$ cat config.mk
export PLATFORM = sky130hd
export DESIGN_NAME = rr_arbiter_4
export DESIGN_NICKNAME = d
export VERILOG_FILES = /design/src/rtl/rr_arbiter_4_pkg.sv /design/src/rtl/rr_arbiter_4_decoder.sv /design/src/rtl/rr_arbiter_4.sv
export SDC_FILE = /design/constraint.sdc
export NUM_CORES = 1
export LEC_CHECK = 0
export ABC_AREA = 1
export CAP_MARGIN = 20
export CORE_MARGIN = 8
export CORE_UTILIZATION = 30
export DETAILED_ROUTE_END_ITERATION = 6
export PLACE_DENSITY = 0.56
export SYNTH_ARGS = -nofsm -noshare
export SYNTH_HDL_FRONTEND = slang
export SYNTH_HIERARCHICAL = 1
export SYNTH_SLANG_ARGS = --single-unit
$ cat constraint.sdc
create_clock -name clk -period 3.6 [get_ports clk]
set_input_delay 0.9 -clock clk [delete_from_list [all_inputs] [get_ports clk]]
set_output_delay 0.9 -clock clk [all_outputs]
set_load 0.05 [all_outputs]
$ cat src/rtl/rr_arbiter_4_pkg.sv
// Shared definitions for the 4-way round-robin arbiter: FSM state
// encodings, the default hold limit, and the rotating priority search.
package rr_arbiter_4_pkg;

   typedef enum logic [1:0] {
      ST_IDLE  = 2'b00,
      ST_GRANT = 2'b01
   } arb_state_e;

   localparam int DEFAULT_MAX_HOLD = 8;

   // Rotating priority search: checks ptr, ptr+1, ptr+2, ptr+3 (mod 4) and
   // returns {found, index} of the first set request bit in that order.
   function automatic logic [2:0] next_winner(input logic [3:0] req,
                                              input logic [1:0] ptr);
      logic       found;
      logic [1:0] idx;
      logic [1:0] win;
      found = 1'b0;
      win   = 2'd0;
      for (int k = 0; k < 4; k++) begin
         idx = ptr + k[1:0];
         if (!found && req[idx]) begin
            found = 1'b1;
            win   = idx;
         end
      end
      return {found, win};
   endfunction

endpackage

$ cat src/rtl/rr_arbiter_4_decoder.sv
// 2-to-4 one-hot decoder with an enable; output is all-zero when disabled.
module decoder_2_4 (
   input  logic [1:0] idx,
   input  logic       en,
   output logic [3:0] onehot
);

   // Expand the index to one-hot, forced to zero when not enabled
   always_comb begin
      onehot = 4'b0000;
      if (en) begin
         onehot = 4'b0001 << idx;
      end
   end

endmodule

$ cat src/rtl/rr_arbiter_4.sv
// Four-requester round-robin arbiter. The winner index and valid flag are
// registered; the one-hot grant is decoded from those registers only, so
// there is no combinational path from req to gnt. A requester holding the
// grant under contention is rotated out after MAX_HOLD cycles.
module rr_arbiter_4
   import rr_arbiter_4_pkg::*;
#(
   parameter int MAX_HOLD = DEFAULT_MAX_HOLD
) (
   input  logic       clk,
   input  logic       rst,
   input  logic [3:0] req,
   output logic [3:0] gnt,
   output logic [1:0] gnt_idx,
   output logic       gnt_valid
);

   localparam int HCW = $clog2(MAX_HOLD);
   localparam logic [HCW-1:0] HOLD_LAST = HCW'(MAX_HOLD - 1);

   arb_state_e     state_q, state_d;
   logic [1:0]     ptr_q, ptr_d;
   logic [1:0]     gnt_idx_q, gnt_idx_d;
   logic           gnt_valid_q, gnt_valid_d;
   logic [HCW-1:0] hold_cnt_q, hold_cnt_d;

   logic [3:0]     search_req;
   logic [2:0]     win;
   logic           win_found;
   logic [1:0]     win_idx;

   // Candidate search: the current grantee is masked out so a handoff or
   // timeout always considers only the other three requesters
   always_comb begin
      search_req = req;
      if (gnt_valid_q) begin
         search_req = req & ~(4'b0001 << gnt_idx_q);
      end
      win       = next_winner(search_req, ptr_q);
      win_found = win[2];
      win_idx   = win[1:0];
   end

   // Next-state logic for arbitration, handoff, timeout and hold counting
   always_comb begin
      state_d     = state_q;
      ptr_d       = ptr_q;
      gnt_idx_d   = gnt_idx_q;
      gnt_valid_d = gnt_valid_q;
      hold_cnt_d  = hold_cnt_q;
      case (state_q)
         ST_IDLE: begin
            if (win_found) begin
               state_d     = ST_GRANT;
               gnt_idx_d   = win_idx;
               gnt_valid_d = 1'b1;
               ptr_d       = win_idx + 2'd1;
               hold_cnt_d  = '0;
            end
         end
         ST_GRANT: begin
            if (!req[gnt_idx_q]) begin
               // Grantee released: hand off directly or go idle
               if (win_found) begin
                  gnt_idx_d  = win_idx;
                  ptr_d      = win_idx + 2'd1;
                  hold_cnt_d = '0;
               end else begin
                  state_d     = ST_IDLE;
                  gnt_idx_d   = 2'd0;
                  gnt_valid_d = 1'b0;
                  hold_cnt_d  = '0;
               end
            end else if (hold_cnt_q == HOLD_LAST) begin
               // Hold limit reached: rotate if anyone else waits, else restart
               if (win_found) begin
                  gnt_idx_d = win_idx;
                  ptr_d     = win_idx + 2'd1;
               end
               hold_cnt_d = '0;
            end else begin
               hold_cnt_d = hold_cnt_q + HCW'(1);
            end
         end
         default: begin
            state_d     = ST_IDLE;
            gnt_idx_d   = 2'd0;
            gnt_valid_d = 1'b0;
            hold_cnt_d  = '0;
         end
      endcase
   end

   // State registers with asynchronous clear
   always_ff @(posedge clk or posedge rst) begin
      if (rst) begin
         state_q     <= ST_IDLE;
         ptr_q       <= 2'd0;
         gnt_idx_q   <= 2'd0;
         gnt_valid_q <= 1'b0;
         hold_cnt_q  <= '0;
      end else begin
         state_q     <= state_d;
         ptr_q       <= ptr_d;
         gnt_idx_q   <= gnt_idx_d;
         gnt_valid_q <= gnt_valid_d;
         hold_cnt_q  <= hold_cnt_d;
      end
   end

   decoder_2_4 u_decoder (
      .idx    (gnt_idx_q),
      .en     (gnt_valid_q),
      .onehot (gnt)
   );

   assign gnt_idx   = gnt_idx_q;
   assign gnt_valid = gnt_valid_q;

endmodule

==> metrics, run 1 <==
status finished clean; CP delay by family, top buffers and inverters; Crit-path slowest cell clkdlybuf4s50_1; Worst setup EP type output port; Critical path buffers and inverters 1; post-CTS setup buffers 0; HPWL Detailed roughly 1700 µm; hold depth 1; Setup Skew just over 0.009 ns; flops & latches, synth 8; wire length on met2 ~1100 µm; IO buf count 12; Tmin final 2.749 ns; IO Count 13; RSZ-0062 raised after global routing false; clock buffer depth 2; CTS tree built; CP max stage delay ~0.83 ns; ANT nets after route 0; EDFF count, synth 0; WHS a little under 0.5 ns; startpoint types register; CP Cell Sequence nand2_1 > nor2_1 > clkdlybuf4s50_1; ANT cells 0; Via Count roughly 800; Seq/Total Area, Yosys 0.2473; Vias per Instance ~5.0; post-synth net total 130; setup TNS 0 ns; die footprint between 4000 and 5000 µm²; DP Worst Slack roughly 1.0 ns; syn_area_per_cell around 6.6 µm²; Total GRT Usage 0.09803; layout cells sized above 1 0.1185; ys async rst share 1.000; FF-to-FF path depth 9; grt total ovfl 0; ys flop type dfrtp_1; share of the synthesized area in the top cell type 0.2473; Tightest Pin Transition between 0.5 and 0.6 ns; Slew Viols, Final 0; Top Layer Used met4; htree depth 1; WL/cell approximately 13 µm; ranking of synthesized cells by area dfrtp_1 (25%), nand3_1 (15%), nand2_1 (14%); CTS buffer count 3; Crit Path Class reg -> out; most frequent cell after synthesis nand2_1; synthesis warning total 6; vias in the first global route ~810; clock-pin slew on the worst setup and hold paths ~0.05 ns; Starting Density 0.3040; die extent in x between 60 and 70 µm; CP Depth 3; Register Area approximately 200 µm²; core area about 2700 µm²; total wire length just over 2000 µm; worst-skew pair later-pin latency between 0.2 and 0.3 ns; Gate Count Post-Synth between 100 and 150; Rel. slew slack 0.6554; initial antenna violation count 0; Netlist cell types 26; Finish-stage setup viols 0; die height approximately 68 µm; Hold Vio Cnt, Final 0; CP Max Fanout 10; DRT iter0 DRCs 85; Post-synth top cells nand2_1 (31), nand3_1 (25), inv_1 (15), nor2_1 (14), dfrtp_1 (8); metal3 WL 29 µm; final-stage net count between 100 and 150; CTS resizes 0; area grow syn2layout 20.09%; Post-CTS Hold Fix Bufs 0; # clock sinks 8; Setup WS post-layout around 0.85 ns; multi-input logic area approximately 530 µm²; worst path arrival time about 1.9 ns; RD Place Congestion between 0.8 and 0.9; DR DRC count 0; largest net degree at the start of global routing 13; first-pass GRT wire length ~3600 µm; clk root buf clkbuf_4; timing-limited maximum frequency ~0.36 GHz; wl on met1 971 µm; Hold WC Path Type reg -> reg; Yosys top cell by area dfrtp_1; drt pass-1 iters 4; Worst Path Required roughly 2.7 ns; Cell Area, Synth 809.5 µm²; Final Cycle Share 0.7636; FILL cells between 200 and 300; Final Util 0.3651; Max Cap Viol 0; num rows 19
-- cell type report --
cell class	count	share of cell area
Clock buffer	3	0.02317
Timing Repair Buffer	12	0.1236
Sequential cell	8	0.2059
Multi-Input combinational cell	96	0.5457
Tap cell	31	0.03990
Inverter	16	0.06178
-- final timing paths --
path | end | from | slack, ns
setup / recovery | gnt[0] | gnt_valid | 0.85
hold / removal | hold_cnt_q[0] | hold_cnt_q[0] | 0.50
max in group asynchronous | ptr_q[0] | rst | 2.48
hold reg to reg | hold_cnt_q[0] | hold_cnt_q[0] | 0.50
setup reg to reg | hold_cnt_q[1] | ptr_q[0] | 1.56
min in group asynchronous | hold_cnt_q[2] | rst | 0.88
-- cells by family (layout without fill, tap and decap cells) --
logic type / after synthesis / in the layout / synth area share
AND/OR/NAND/NOR: 82 / 82 / 0.4992
buffers and inverters: 18 / 31 / 0.09737
adder cells (fa/ha/maj): 2 / 2 / 0.03091
XOR/XNOR: 2 / 2 / 0.04020
flip-flops: 8 / 8 / 0.2473
AO/OA/AOI/OAI: 10 / 10 / 0.08501
-- registers in the layout, indices dropped and copies added, names as in the netlist --
name        flops
hold_cnt_q      3
gnt_valid       1
gnt_idx         2
ptr_q           2
-- through the flow --
step	area, µm²	cells
2_1_floorplan	809.5	122
3_3_place_gp	949.7	163
3_5_place_dp	949.7	163
4_1_cts	972.2	166
5_1_grt	972.2	166
6_report	972.2	166
-- cells in the final DEF (no fill, tap or decap), types with 2 or more instances in the layout --
cell / synthesis / final
ha_1: 2 / 2
nand3_1: 25 / 25
clkdlybuf4s50_1: 0 / 12
inv_1: 15 / 15
clkbuf_4: 0 / 3
a22o_1: 2 / 2
nand2_1: 31 / 31
nand3_2: 4 / 4
dfrtp_1: 8 / 8
nor2_1: 14 / 14
o21ai_0: 3 / 3
nand4_1: 2 / 2
-- metal layers --
layer  up-vias  global-route usage
met5         -                   0
met4         0             0.04859
met3         2            0.009820
met2         6              0.1747
met1       384              0.1136
li1        430                   -
Power of run 1 is left out: the tool's default activity adds up to more than one toggle a clock period on the data nets, which glitch-free logic cannot reach.
==> run 2: changes to the inputs <==
- PLACE_DENSITY: 0.56 -> 0.58
- clock period: 3.6 -> 2.45 ns (I/O delays scaled with it)
==> metrics, run 2 (synthesis results as in run 1) <==
Via Count 828 (was 822); Rel. slew slack 0.6657 (was 0.6554); Biggest register hold_cnt_q (unchanged); Final Cycle Share 0.8818; most frequent cells in the layout nand2_1 (31), nand3_1 (25), inv_1 (15), nor2_1 (14) (was nand2_1 (31), nand3_1 (25), inv_1 (15), nor2_1 (14), clkdlybuf4s50_1 (12)); num rows 19 (unchanged); die extent in x 67.95 µm (unchanged); most common cell after layout, fill and taps aside nand2_1 (unchanged); ANT cells 0 (unchanged); Crit Path Class reg -> out (unchanged); Starting Density 0.3040 (unchanged); Setup Skew 0.003117 ns (was 0.009251 ns); Worst setup EP type output port (unchanged); clk root buf clkbuf_4 (unchanged); clock-pin slew on the worst setup and hold paths 0.05 ns (about the same); first-pass GRT wire length 3539 µm (was 3567 µm); layout cells sized above 1 0.1606 (was 0.1185); # clock sinks 8 (unchanged); Hold Vio Cnt, Final 0 (unchanged); CTS buffer count 3 (unchanged); Final Util 0.3670 (was 0.3651); Finish-stage setup viols 0 (unchanged); ANT nets after route 0 (unchanged); grt total ovfl 0 (unchanged); Hold WC Path Type reg -> reg (unchanged); drt pass-1 iters 6 (was 4); WHS 0.4915 ns (was 0.4957 ns); CTS tree built (unchanged); Post-CTS Hold Fix Bufs 0 (unchanged); CP max stage delay 0.85 ns (was 0.83 ns); Vias per Instance 4.929 (was 4.952); total wire length 1970 µm (was 2075 µm); die footprint 4617 µm² (unchanged); IO Count 13 (unchanged); final-stage net count 147 (was 145); number of flip-flops in the largest register 3 (unchanged); DR DRC count 0 (unchanged); Max Cap Viol 0 (unchanged); largest net degree at the start of global routing 10 (was 13); die height 67.95 µm (unchanged); RSZ-0062 raised after global routing false (unchanged); DRT iter0 DRCs 33 (was 85); vias in the first global route 870 (was 813); initial antenna violation count 0 (unchanged); Crit-path slowest cell clkdlybuf4s50_1 (unchanged); setup TNS 0 ns (unchanged); timing-limited maximum frequency roughly 0.46 GHz; Worst Path Required 1.84 ns (was 2.70 ns); CP Cell Sequence clkdlybuf4s50_1 (was nand2_1 > nor2_1 > clkdlybuf4s50_1); status finished clean (unchanged); CP Max Fanout 8 (was 10); startpoint types register (unchanged); Total GRT Usage 0.09467 (was 0.09803); Tightest Pin Transition 0.4998 ns (was 0.5153 ns); fin area 977.2 µm² (was 972.2 µm²); HPWL Detailed 1660 µm (was 1703 µm); Tmin final around 2.2 ns; Critical path buffers and inverters 1 (unchanged); Slew Viols, Final 0 (unchanged); Post-DP Area 954.7 µm² (was 949.7 µm²); RD Place Congestion 0.8150 (was 0.8296); worst path arrival time 1.55 ns (was 1.85 ns); WL/cell 11.73 µm (was 12.50 µm); worst-skew pair later-pin latency 0.24 ns (was 0.26 ns); CP delay by family, top buffers and inverters (unchanged); clock buffer depth 2 (unchanged); core area 2663 µm² (unchanged); CTS resizes 0 (unchanged); htree depth 1 (unchanged); IO buf count 12 (unchanged); post-CTS setup buffers 0 (unchanged); area grow syn2layout 20.71% (was 20.09%)
-- run 2: layout make-up --
class | count | area (µm²)
Multi-Input combinational cell | 96 | 530.5
Tap cell | 31 | 38.79
Fill cell | 290 | 1685
Sequential cell | 8 | 200.2
Clock buffer | 3 | 22.52
Inverter | 16 | 60.06
Timing Repair Buffer | 14 | 125.1
-- run 2: worst paths after layout --
path / depth (start not counted) / end / slack [ns] / startpoint
min in group asynchronous: 2 / ptr_q[0] / 0.61 / rst
max: 1 / gnt_idx[1] / 0.29 / gnt_idx[1]
max reg2reg: 10 / ptr_q[0] / 0.61 / ptr_q[0]
max in group asynchronous: 2 / gnt_valid / 1.60 / rst
min: 1 / hold_cnt_q[0] / 0.49 / hold_cnt_q[0]
min reg2reg: 1 / hold_cnt_q[0] / 0.49 / hold_cnt_q[0]
-- run 2: routing by layer --
metal,part of all wire,global-route usage,vias to the layer above
met1,0.49,0.1107,386
met3,0.0096,0.01637,4
met2,0.49,0.1665,4
met5,0,0,-
li1,-,-,434
met4,0.013,0.03836,0
-- run 2: through the flow --
step	instances	setup slack [ns]
detailed placement	165	0.1237
finish	168	0.2896
global placement	165	0.2006
CTS	168	0.2799
floorplan	122	0.2843
global route	168	0.1596
Power of run 2 is left out for the same reason.
